`config.mk`:
```
export PLATFORM = sky130hd
export DESIGN_NAME = ucpd_bmc_tx
export DESIGN_NICKNAME = d
export VERILOG_FILES = /design/src/rtl/ucpd_pkg.sv /design/src/rtl/ucpd_4b5b_enc.sv /design/src/rtl/ucpd_bmc_tx.sv
export SDC_FILE = /design/constraint.sdc
export NUM_CORES = 1
export LEC_CHECK = 0
export BUFFER_PORTS_ARGS = -buffer_cell sky130_fd_sc_hd__buf_2
export CAP_MARGIN = 20
export CELL_PAD_IN_SITES_DETAIL_PLACEMENT = 1
export CELL_PAD_IN_SITES_GLOBAL_PLACEMENT = 2
export CORE_MARGIN = 10
export CORE_UTILIZATION = 34
export DETAILED_ROUTE_END_ITERATION = 8
export PLACE_DENSITY = 0.9
export SLEW_MARGIN = 20
export SYNTH_ARGS = -nofsm -noshare
export SYNTH_HDL_FRONTEND = slang
export SYNTH_SLANG_ARGS = --single-unit
export TNS_END_PERCENT = 50
```
`constraint.sdc`:
```
create_clock -name ucpd_clk -period 2.4 [get_ports ucpd_clk]
set_input_delay 0.12 -clock ucpd_clk [delete_from_list [all_inputs] [get_ports ucpd_clk]]
set_output_delay 0.12 -clock ucpd_clk [all_outputs]
set_load 0.005 [all_outputs]
```
`src/rtl/ucpd_pkg.sv`:
```
// Shared definitions for the UCPD BMC transmitter: line-code tables,
// K-codes, FSM encoding and counter widths.
package ucpd_pkg;

   localparam logic [4:0] K_SYNC1 = 5'b11000;
   localparam logic [4:0] K_SYNC2 = 5'b10001;
   localparam logic [4:0] K_SYNC3 = 5'b00110;
   localparam logic [4:0] K_RST1  = 5'b00111;
   localparam logic [4:0] K_RST2  = 5'b11001;
   localparam logic [4:0] K_EOP   = 5'b01101;

   localparam int PRE_CNT_W = 7;
   localparam int SOP_CNT_W = 5;
   localparam int SOP_BITS  = 20;

   typedef enum logic [2:0] {
      ST_IDLE     = 3'd0,
      ST_PREAMBLE = 3'd1,
      ST_SOP      = 3'd2,
      ST_DATA     = 3'd3,
      ST_EOP      = 3'd4,
      ST_TAIL     = 3'd5
   } tx_state_t;

   // USB-PD 4b5b data symbols; bit 0 of the result goes on the line first
   function automatic logic [4:0] enc4b5b(input logic [3:0] nibble);
      logic [4:0] sym;
      case (nibble)
         4'h0:    sym = 5'b11110;
         4'h1:    sym = 5'b01001;
         4'h2:    sym = 5'b10100;
         4'h3:    sym = 5'b10101;
         4'h4:    sym = 5'b01010;
         4'h5:    sym = 5'b01011;
         4'h6:    sym = 5'b01110;
         4'h7:    sym = 5'b01111;
         4'h8:    sym = 5'b10010;
         4'h9:    sym = 5'b10011;
         4'hA:    sym = 5'b10110;
         4'hB:    sym = 5'b10111;
         4'hC:    sym = 5'b11010;
         4'hD:    sym = 5'b11011;
         4'hE:    sym = 5'b11100;
         4'hF:    sym = 5'b11101;
         default: sym = 5'b11110;
      endcase
      return sym;
   endfunction

endpackage

```
`src/rtl/ucpd_4b5b_enc.sv`:
```
// Combinational 4b5b encoder feeding the transmitter's symbol shifter.
module ucpd_4b5b_enc
   import ucpd_pkg::*;
(
   input  logic [3:0] nibble,
   output logic [4:0] symbol
);

   assign symbol = enc4b5b(nibble);

endmodule

```
`src/rtl/ucpd_bmc_tx.sv`:
```
// UCPD BMC transmitter: preamble, SOP, 4b5b payload, EOP and tail,
// driven onto cc_datao/cc_dataoen with a programmable half-bit period.
module ucpd_bmc_tx
   import ucpd_pkg::*;
#(
   parameter int PRE_BITS = 64,
   parameter int TAIL_HB  = 2,
   parameter int DIV_W    = 8
) (
   input  logic             ucpd_clk,
   input  logic             ucpd_rstn,
   input  logic [DIV_W-1:0] hbit_div,
   input  logic             tx_start,
   input  logic [19:0]      tx_sop,
   input  logic [7:0]       tx_data,
   input  logic             tx_valid,
   input  logic             tx_last,
   output logic             tx_ready,
   input  logic             tx_abort,
   output logic             tx_busy,
   output logic             tx_done,
   output logic             tx_underrun,
   output logic             cc_datao,
   output logic             cc_dataoen
);

   localparam logic [PRE_CNT_W-1:0] PRE_LAST  = PRE_CNT_W'(PRE_BITS - 1);
   localparam logic [PRE_CNT_W-1:0] SOP_LAST  = PRE_CNT_W'(SOP_BITS - 1);
   localparam logic [PRE_CNT_W-1:0] TAIL_LAST = PRE_CNT_W'(TAIL_HB - 1);

   tx_state_t              state_r, state_s;
   logic [DIV_W-1:0]       cnt_r, cnt_s, div_r, div_s;
   logic                   half_r, half_s;
   logic [PRE_CNT_W-1:0]   bit_r, bit_s;
   logic [19:0]            sh_r, sh_s;
   logic [3:0]             nib_hi_r, nib_hi_s;
   logic [7:0]             hold_r, hold_s;
   logic                   hold_last_r, hold_last_s, hold_full_r, hold_full_s;
   logic                   last_in_r, last_in_s;
   logic                   under_r, under_s;
   logic                   datao_r, datao_s, oen_r, oen_s, busy_r, busy_s;
   logic                   ready_r, ready_s, done_r, done_s, under_p_r, under_p_s;
   logic                   tick_s, take_s, avail_s, cur_bit_s, bnd_s, byte_last_s;
   logic [7:0]             byte_s;
   logic [3:0]             nib_s;
   logic [4:0]             sym_s;

   assign tick_s      = (cnt_r == {DIV_W{1'b0}});
   assign take_s      = tx_valid & ready_r;
   // A byte offered in the boundary cycle itself is forwarded straight to the shifter
   assign avail_s     = hold_full_r | take_s;
   assign byte_s      = hold_full_r ? hold_r : tx_data;
   assign byte_last_s = hold_full_r ? hold_last_r : tx_last;
   assign cur_bit_s   = (state_r == ST_PREAMBLE) ? bit_r[0] : sh_r[0];
   assign nib_s       = ((state_r == ST_DATA) && (bit_r == 7'd4)) ? nib_hi_r : byte_s[3:0];

   ucpd_4b5b_enc u_enc (
      .nibble (nib_s),
      .symbol (sym_s)
   );

   // Next-state, line coding and byte handoff
   always_comb begin
      state_s     = state_r;
      div_s       = div_r;
      half_s      = half_r;
      bit_s       = bit_r;
      sh_s        = sh_r;
      nib_hi_s    = nib_hi_r;
      hold_s      = hold_r;
      hold_last_s = hold_last_r;
      hold_full_s = hold_full_r;
      last_in_s   = last_in_r;
      under_s     = under_r;
      datao_s     = datao_r;
      oen_s       = oen_r;
      busy_s      = busy_r;
      done_s      = 1'b0;
      under_p_s   = 1'b0;
      bnd_s       = 1'b0;
      cnt_s       = tick_s ? div_r : (cnt_r - DIV_W'(1));

      if (take_s) begin
         hold_s      = tx_data;
         hold_last_s = tx_last;
         hold_full_s = 1'b1;
      end else begin
         hold_full_s = hold_full_r;
      end

      case (state_r)
         ST_IDLE: begin
            cnt_s = cnt_r;
            if (tx_start && !tx_abort) begin
               state_s     = ST_PREAMBLE;
               cnt_s       = hbit_div;
               div_s       = hbit_div;
               half_s      = 1'b0;
               bit_s       = 7'd0;
               sh_s        = tx_sop;
               last_in_s   = 1'b0;
               under_s     = 1'b0;
               hold_full_s = 1'b0;
               hold_last_s = 1'b0;
               datao_s     = 1'b1;
               oen_s       = 1'b1;
               busy_s      = 1'b1;
            end else begin
               state_s = ST_IDLE;
            end
         end
         ST_TAIL: begin
            datao_s = 1'b0;
            if (tick_s && (bit_r == TAIL_LAST)) begin
               state_s     = ST_IDLE;
               bit_s       = 7'd0;
               oen_s       = 1'b0;
               busy_s      = 1'b0;
               done_s      = 1'b1;
               under_p_s   = under_r;
               under_s     = 1'b0;
               last_in_s   = 1'b0;
               hold_full_s = 1'b0;
               hold_last_s = 1'b0;
            end else if (tick_s) begin
               bit_s = bit_r + 7'd1;
            end else begin
               bit_s = bit_r;
            end
         end
         ST_PREAMBLE, ST_SOP, ST_DATA, ST_EOP: begin
            if (tx_abort) begin
               state_s     = ST_TAIL;
               datao_s     = 1'b0;
               cnt_s       = div_r;
               half_s      = 1'b0;
               bit_s       = 7'd0;
               under_s     = 1'b0;
               hold_full_s = 1'b0;
               hold_last_s = 1'b0;
            end else if (tick_s && !half_r) begin
               half_s  = 1'b1;
               datao_s = cur_bit_s ? ~datao_r : datao_r;
            end else if (tick_s) begin
               // Bit boundary: every bit starts with a transition
               half_s  = 1'b0;
               datao_s = ~datao_r;
               bit_s   = bit_r + 7'd1;
               case (state_r)
                  ST_PREAMBLE: begin
                     if (bit_r == PRE_LAST) begin
                        state_s = ST_SOP;
                        bit_s   = 7'd0;
                     end else begin
                        state_s = ST_PREAMBLE;
                     end
                  end
                  ST_SOP: begin
                     sh_s  = {1'b0, sh_r[19:1]};
                     bnd_s = (bit_r == SOP_LAST);
                  end
                  ST_DATA: begin
                     if (bit_r == 7'd4) begin
                        sh_s = {15'd0, sym_s};
                     end else begin
                        sh_s = {1'b0, sh_r[19:1]};
                     end
                     bnd_s = (bit_r == 7'd9);
                  end
                  ST_EOP: begin
                     sh_s = {1'b0, sh_r[19:1]};
                     if (bit_r == 7'd4) begin
                        state_s = ST_TAIL;
                        datao_s = 1'b0;
                        bit_s   = 7'd0;
                     end else begin
                        state_s = ST_EOP;
                     end
                  end
                  default: state_s = ST_IDLE;
               endcase
            end else begin
               half_s = half_r;
            end
         end
         default: begin
            state_s = ST_IDLE;
         end
      endcase

      if (bnd_s && avail_s) begin
         state_s     = ST_DATA;
         bit_s       = 7'd0;
         sh_s        = {15'd0, sym_s};
         nib_hi_s    = byte_s[7:4];
         last_in_s   = byte_last_s;
         hold_full_s = 1'b0;
         hold_last_s = 1'b0;
      end else if (bnd_s) begin
         state_s = ST_EOP;
         bit_s   = 7'd0;
         sh_s    = {15'd0, K_EOP};
         under_s = ~last_in_r;
      end else begin
         under_s = under_s;
      end

      ready_s = busy_s & ~hold_full_s & ~last_in_s &
                ((state_s == ST_PREAMBLE) | (state_s == ST_SOP) | (state_s == ST_DATA));
   end

   // State and output registers
   always_ff @(posedge ucpd_clk) begin
      if (!ucpd_rstn) begin
         state_r     <= ST_IDLE;
         cnt_r       <= {DIV_W{1'b0}};
         div_r       <= {DIV_W{1'b0}};
         half_r      <= 1'b0;
         bit_r       <= 7'd0;
         sh_r        <= 20'd0;
         nib_hi_r    <= 4'd0;
         hold_r      <= 8'd0;
         hold_last_r <= 1'b0;
         hold_full_r <= 1'b0;
         last_in_r   <= 1'b0;
         under_r     <= 1'b0;
         datao_r     <= 1'b0;
         oen_r       <= 1'b0;
         busy_r      <= 1'b0;
         ready_r     <= 1'b0;
         done_r      <= 1'b0;
         under_p_r   <= 1'b0;
      end else begin
         state_r     <= state_s;
         cnt_r       <= cnt_s;
         div_r       <= div_s;
         half_r      <= half_s;
         bit_r       <= bit_s;
         sh_r        <= sh_s;
         nib_hi_r    <= nib_hi_s;
         hold_r      <= hold_s;
         hold_last_r <= hold_last_s;
         hold_full_r <= hold_full_s;
         last_in_r   <= last_in_s;
         under_r     <= under_s;
         datao_r     <= datao_s;
         oen_r       <= oen_s;
         busy_r      <= busy_s;
         ready_r     <= ready_s;
         done_r      <= done_s;
         under_p_r   <= under_p_s;
      end
   end

   assign tx_ready    = ready_r;
   assign tx_busy     = busy_r;
   assign tx_done     = done_r;
   assign tx_underrun = under_p_r;
   assign cc_datao    = datao_r;
   assign cc_dataoen  = oen_r;

endmodule

```
; ---- After elaboration in Yosys (flattened, before gate mapping)
; Memory sizes are Yosys's and may differ from the RTL's.
; Index checks and enable logic that the tools add are counted.
[word_totals]
register_bits = 69
rom_bits = 80
input_bits = 42
output_inout_bits = 6
word_cells = 173
n_memories = 1
[memory_table]
columns = name, words, width, rd, rd_ports_with_merged_regs, write_ports, line
row1 = (no name shown), 16, 5, 1, 0, 0, ucpd_pkg.sv:28  ; case (nibble)
[classes]
n_addsub = 2
eq_ne = 29
mux = 83
bitwise = 12
n_reduce_logical = 27
[ops]
columns = op, n
row1 = $mux 20, 4
row2 = $pmux 20 s2, 2
row3 = $mux 7, 8
row4 = $mux 1, 40
row5 = $mux 8, 4
row6 = $ne 4x4->1 const B, 6
row7 = $pmux 7 s3, 1
row8 = $mux 19, 1
row9 = $mux 3, 6
row10 = $pmux 3 s3, 2
row11 = $pmux 8 s2, 1
row12 = $pmux 7 s2, 1
row13 = $eq 3x2->1 const B, 4
row14 = $ne 3x3->1 const B, 4
row15 = $pmux 1 s3, 4
row16 = $reduce_and 6->1, 2
row17 = $mux 5, 2
row18 = $ne 2x2->1 const B, 5
row19 = $pmux 1 s2, 5
row20 = $reduce_and 3->1, 3
row21 = $logic_not 8->1, 1
row22 = $sub 8x1->8 const B, 1
row23 = $add 7x1->7 const B, 1
row24 = $eq 7x1->1 const B, 1
row25 = other kinds (24), 44

; ---- Depth between registers and ports, before layout
[depth]
ltp_word = 13
depth_mapped = 9
ltp_nobuf = 8

; ---- Hierarchy
; A second synthesis with hierarchy kept.
[unflattened]
cells_unflattened = 477
hier_area_um2 = 3925.0
[by_module_without_submodules]
columns = mod, instances, cells_each, area_each_um2, seq_area_each_um2
row1 = ucpd_bmc_tx, 1, 468, 3860.0, 1381.3
row2 = ucpd_4b5b_enc, 1, 9, 65.1, 0.0

; ---- Worst setup path before layout
; Ideal clock, no wire load.
[synth_timing]
path_kind = register -> register
startpoint = register cnt_r[0]
endpoint = register nib_hi_r[1]
setup_ps = 116
arrival_time_ps = 2092
required_ps = 2284
slack_ps = 193
path_stages_with_launch = 10
n_path_buf = 1
period_less_slack_ps = 2207
path_cell_list = dfxtp_1 > inv_1 > ha_1 > nor3b_2 > nand3_2 > or4_4 > nor2_8 > buf_6 > nand2_1 > and3_1
[synth_between]
elab_chain_len = 6
word_cells_on_any_way = 7
cone_classes = mux (4) / reduce/logical (3)
[synth_rtl]
columns = item, line
row1 = "start, declared", ucpd_bmc_tx.sv:32  ; logic [DIV_W-1:0] cnt_r, cnt_s, div_r, div_s;
row2 = "start signal, assigned", ucpd_bmc_tx.sv:216  ; cnt_r <= {DIV_W{1'b0}};
row3 = "start signal, assigned", ucpd_bmc_tx.sv:235  ; cnt_r <= cnt_s;
row4 = $logic_not 8->1 *, ucpd_bmc_tx.sv:48  ; assign tick_s = (cnt_r == {DIV_W{1'b0}});
row5 = $mux 1 or $logic_and 1x1->1 (tied branches), "ucpd_bmc_tx.sv:144, ucpd_bmc_tx.sv:141"
row6 = $mux 1 *, ucpd_bmc_tx.sv:141  ; end else if (tick_s && !half_r) begin
row7 = $mux 1 *, ucpd_bmc_tx.sv:132  ; if (tx_abort) begin
row8 = $mux 1 *, ucpd_bmc_tx.sv:91  ; case (state_r)
row9 = $logic_and 1x1->1 *, ucpd_bmc_tx.sv:191  ; if (bnd_s && avail_s) begin
row10 = "end signal, assigned", ucpd_bmc_tx.sv:240  ; nib_hi_r <= nib_hi_s;
row11 = "end, declared", ucpd_bmc_tx.sv:36  ; logic [3:0] nib_hi_r, nib_hi_s;
; Mark *: on every way between the ends. The rest lies on a longest branch, timed or not.
; A chain may end at the register's enable or synchronous reset.

; ---- Final worst setup path
[layout_timing]
startpoint = register state_r[1]
endpoint = register sh_r[2]
[layout_between]
elab_chain_len = 12
word_cells_on_any_way = 31
cone_classes = eq/ne (9) / mux (14) / reduce/logical (7) / memory (1)
[layout_rtl]
columns = item, line
row1 = "start, declared", ucpd_bmc_tx.sv:31  ; tx_state_t state_r, state_s;
row2 = "start signal, assigned", ucpd_bmc_tx.sv:234  ; state_r <= state_s;
row3 = $eq 3x2->1, "ucpd_bmc_tx.sv:55, ucpd_bmc_tx.sv:91, ucpd_bmc_tx.sv:149"
row4 = $logic_and 1x1->1, ucpd_bmc_tx.sv:55  ; assign nib_s = ((state_r == ST_DATA) && (bit_r == 7'd4)) ? nib_hi_r : byte_s[3:0];
row5 = $mux 4, ucpd_bmc_tx.sv:55
row6 = $mem_v2 16x5, --
row7 = $mux 19, ucpd_bmc_tx.sv:163  ; if (bit_r == 7'd4) begin
row8 = $pmux 20 s2, ucpd_bmc_tx.sv:149  ; case (state_r)
row9 = $mux 20, ucpd_bmc_tx.sv:144  ; end else if (tick_s) begin
row10 = $mux 20, ucpd_bmc_tx.sv:141
row11 = $mux 20, ucpd_bmc_tx.sv:132
row12 = $pmux 20 s2, ucpd_bmc_tx.sv:91
row13 = $mux 5, ucpd_bmc_tx.sv:199  ; end else if (bnd_s) begin
row14 = $mux 5, ucpd_bmc_tx.sv:191
row15 = "end signal, assigned", ucpd_bmc_tx.sv:239  ; sh_r <= sh_s;
row16 = "end, declared", ucpd_bmc_tx.sv:35  ; logic [19:0] sh_r, sh_s;
; Parallel ways exist; a longest one is shown, timed or not. The select of a mux whose other input is x is not followed.

==> run_results.csv <==
group,metric,value,unit
cts,cts_num_sinks,69,
timing,postLayoutSetupSlackWorst,0.124,ns
timing,hold_slack,0.0396,ns
pwr,static-leakage-power,1.96,nW
worst_setup_path,arrival,2.50,ns
worst_setup_path,critical_path.n_buffers_inverters,0,
timing,timing.slew.headroom,0.625,
grt,gr-usage-all-layers,0.158,
timing,period_minus_slack,2.28,ns
finish,final_area,4970,um^2
grt,initial_antenna_violation_count,0,
cts,path_clk_slew,0.06,ns
cts,max_clock_buf_depth,2,
timing,finalSetupViolations,0,
synthesis,synthesized_netlist_net_count,557,
grt,pin_count_of_the_biggest_net_entering_global_routing,28,
worst_setup_path,timing.critical_path.to_type,"flip-flop",
placement,placed_cells,700,
finish,finish.cell_count_without_fillers,720,
synthesis,netlist_instances,510,
placement,post-dp-hpwl,9480,um
timing,finalHoldViolCount,0,
timing,maxSlewViolCount,0,
placement,numPortBuffers,47,
finish,final_util,0.432,
pwr,total_power_density_per_cell_area,876,nW/um^2
timing,fmax,0.439,GHz
floorplan,design.die.area,16600,um^2
worst_setup_path,cp_max_fo,10,
hold_path,hold_path.class,"primary input to flip-flop",
grt,grt_remaining_overflow,0,
timing,totalNegativeSetupSlack,0,ns
worst_setup_path,cpMaxStageDelayCell,"sky130_fd_sc_hd__or4_4",
cts,h_tree_levels,3,
drt,dr.pass1.iters,5,
finish,layout-area-overhead-vs-synth,23.0,%
timing,post-route-period-util,0.948,
grt,grt_first_pass_wirelength,21700,um
floorplan,io_pins,48,
floorplan,initial_utilization,0.351,
pwr,p_total,4.35,mW
floorplan,placementRows,39,
drt,detailedRoute.firstIterationViolations,305,
drt,vias,4155,
floorplan,floorplan.die.width,129,um
synthesis,synth-seq-cells,69,
synthesis,synth_top_flop_cell,"sky130_fd_sc_hd__dfxtp_1",
placement,dpl_worst_slack,0.0325,ns
drt,wl,13000,um
synthesis,synth_edf_count,0,
worst_setup_path,criticalPathCategory,"flip-flop to flip-flop",
synthesis,synth-seq-area-share,0.342,
worst_setup_path,timing.critical_path.slowest_cell_delay,0.67,ns
synthesis,post_synth_arst_share,0,
synthesis,avg_synthesized_cell_area,7.92,um^2
timing,finalClockSkew,0.00964,ns
floorplan,core_area,11500,um^2
drt,detailroute.wirelength.met3,416,um
cts,cts_buf_count,9,
drt,viasPerCell,5.77,
drt,top_layer,"met4",
pwr,vdd.ir_drop.worst,0.344,mV
worst_setup_path,top_family_by_delay_on_critical_path,"simple AND/OR/NAND/NOR gates",
synthesis,ys_warn_count,0,
placement,postPlaceCellArea,4560,um^2
drt,antenna_left,0,
cts,tritoncts_clock_tree,"built",
finish,layout.nets,619,
cts,clkLatencyLatePin,0.34,ns
job,cap_viol_max_count,0,
worst_setup_path,data_required_time_of_the_worst_path,2.62,ns
cts,cts_stage_hold_buffer_count,0,
drt,routedLengthMet1,5750,um
synthesis,yosysUniqueCellTypes,67,
grt,number_of_global_route_vias_before_repair,4380,
cts,ctsRootBufferMaster,"sky130_fd_sc_hd__clkbuf_16",
finish,antennaDiodeCount,0,
status,outcome,"completed",
placement,place_congestion,0.878,
worst_setup_path,crit_path_start_kind,"flip-flop",
timing,tightestPinTransition,0.561,ns
finish,share_of_layout_cells_above_drive_strength_1,0.220,
worst_setup_path,path_cells,"nor2b_1 > nand3_1 > or4_4 > nor2_8 > a22oi_1 > o221a_1",
synthesis,syn_area,4040,um^2
drt,routed_wire_per_std_cell,18.0,um
drt,wl_met2,6580,um
drt,route.detailed.drc,0,
floorplan,die_height,129,um
## power breakdown
group	leakage, nW	internal (mW)	switching [mW]
Sequential	0.562	1.29	0.135
Clock	0.152	0.888	0.502
Combinational	1.25	0.617	0.921
## layout make-up
type / instances / area (um^2)
Fill cell: 1403 / 6550
Clock buffer: 13 / 270
Timing Repair Buffer: 83 / 522
Clock inverter: 3 / 42.5
Sequential cell: 69 / 1380
Tap cell: 143 / 179
Inverter: 11 / 41.3
Multi-Input combinational cell: 398 / 2530
## cells in the final DEF, fill, tap and decap left out, types with 5 or more instances in the layout
cell                         n
sky130_fd_sc_hd__a221oi_1   15
sky130_fd_sc_hd__o21ai_0    19
sky130_fd_sc_hd__a222oi_1    8
sky130_fd_sc_hd__a21boi_0   27
sky130_fd_sc_hd__nand2_1    79
sky130_fd_sc_hd__and2_1      5
sky130_fd_sc_hd__nand3_1    14
sky130_fd_sc_hd__clkbuf_16   9
sky130_fd_sc_hd__nor3_1     31
sky130_fd_sc_hd__a31oi_1     5
sky130_fd_sc_hd__buf_2      47
sky130_fd_sc_hd__ha_1        5
sky130_fd_sc_hd__dfxtp_1    69
sky130_fd_sc_hd__inv_1      11
sky130_fd_sc_hd__a21oi_1    25
sky130_fd_sc_hd__nor2_1     46
sky130_fd_sc_hd__buf_4      34
sky130_fd_sc_hd__mux2i_1    12
sky130_fd_sc_hd__and3_1      8
## path summary, 6_finish.rpt
path                                  start   endpoint  slack, ns  depth (start not counted)
worst max-delay path             state_r[1]    sh_r[2]       0.12                          6
worst min-delay path            hbit_div[0]   div_r[0]       0.04                          3
worst max register to register   state_r[1]    sh_r[2]       0.12                          6
worst min register to register    hold_r[5]  hold_r[5]       0.47                          2
## routing by layer
layer,GRT usage,vias up
li1,-,2005
met1,0.185,2059
met2,0.285,74
met3,0.0294,17
met4,0.0555,0
met5,0,-
## state kept, by name, indices dropped and copies added (netlist names)
register	count
bit_r	7
cc_datao	1
cc_dataoen	1
cnt_r	8
div_r	8
half_r	1
hold_full_r	1
hold_last_r	1
hold_r	8
last_in_r	1
nib_hi_r	4
sh_r	20
state_r	3
tx_busy	1
tx_done	1
tx_ready	1
tx_underrun	1
under_r	1
## repair_timing
action,in CTS,in global routing
gates resized for setup,0,13
buffers inserted,0,3
setup endpoints to repair,0,27
## worst reg2reg max path: stages, from the launching register on
cell	delay, ns
sky130_fd_sc_hd__dfxtp_1	0.55
sky130_fd_sc_hd__nor2b_1	0.24
sky130_fd_sc_hd__nand3_1	0.16
sky130_fd_sc_hd__or4_4	0.67
sky130_fd_sc_hd__nor2_8	0.20
sky130_fd_sc_hd__a22oi_1	0.09
sky130_fd_sc_hd__o221a_1	0.24
## cells in the mapped netlist (3+ instances only)
cell	number	area, um^2
sky130_fd_sc_hd__nand2_1	79	297
sky130_fd_sc_hd__dfxtp_1	69	1380
sky130_fd_sc_hd__nor2_1	48	180
sky130_fd_sc_hd__nor3_1	32	160
sky130_fd_sc_hd__a21boi_0	27	203
sky130_fd_sc_hd__a21oi_1	25	125
sky130_fd_sc_hd__o21ai_0	20	100
sky130_fd_sc_hd__a221oi_1	17	149
sky130_fd_sc_hd__clkbuf_1	17	63.8
sky130_fd_sc_hd__nand3_1	14	70.1
sky130_fd_sc_hd__mux2i_1	12	120
sky130_fd_sc_hd__buf_2	11	55.1
sky130_fd_sc_hd__inv_1	11	41.3
sky130_fd_sc_hd__a222oi_1	8	80.1
sky130_fd_sc_hd__and3_1	8	50.1
sky130_fd_sc_hd__a31oi_1	5	31.3
sky130_fd_sc_hd__and2_1	5	31.3
sky130_fd_sc_hd__ha_1	5	62.6
sky130_fd_sc_hd__nand2b_1	4	25.0
sky130_fd_sc_hd__nand3b_1	4	30.0
sky130_fd_sc_hd__nor3b_1	4	30.0
sky130_fd_sc_hd__o211a_1	4	40.0
sky130_fd_sc_hd__o211ai_1	4	30.0
sky130_fd_sc_hd__o21a_1	4	30.0
sky130_fd_sc_hd__a211oi_1	3	22.5
sky130_fd_sc_hd__a22oi_1	3	22.5
sky130_fd_sc_hd__mux2_2	3	33.8
sky130_fd_sc_hd__nor2b_1	3	18.8
sky130_fd_sc_hd__nor4_2	3	37.5
sky130_fd_sc_hd__o311a_1	3	30.0
sky130_fd_sc_hd__or2_2	3	18.8
sky130_fd_sc_hd__or3_1	3	18.8
sky130_fd_sc_hd__xor2_1	3	26.3
## logic make-up after synthesis
logic type	synth area share
buf+inv	0.0492
xor+xnor	0.0108
fa+ha+maj	0.0180
mux	0.0381
flops	0.342
simple gates	0.287
compound gates	0.255
Power figures use the tool's default switching activity.
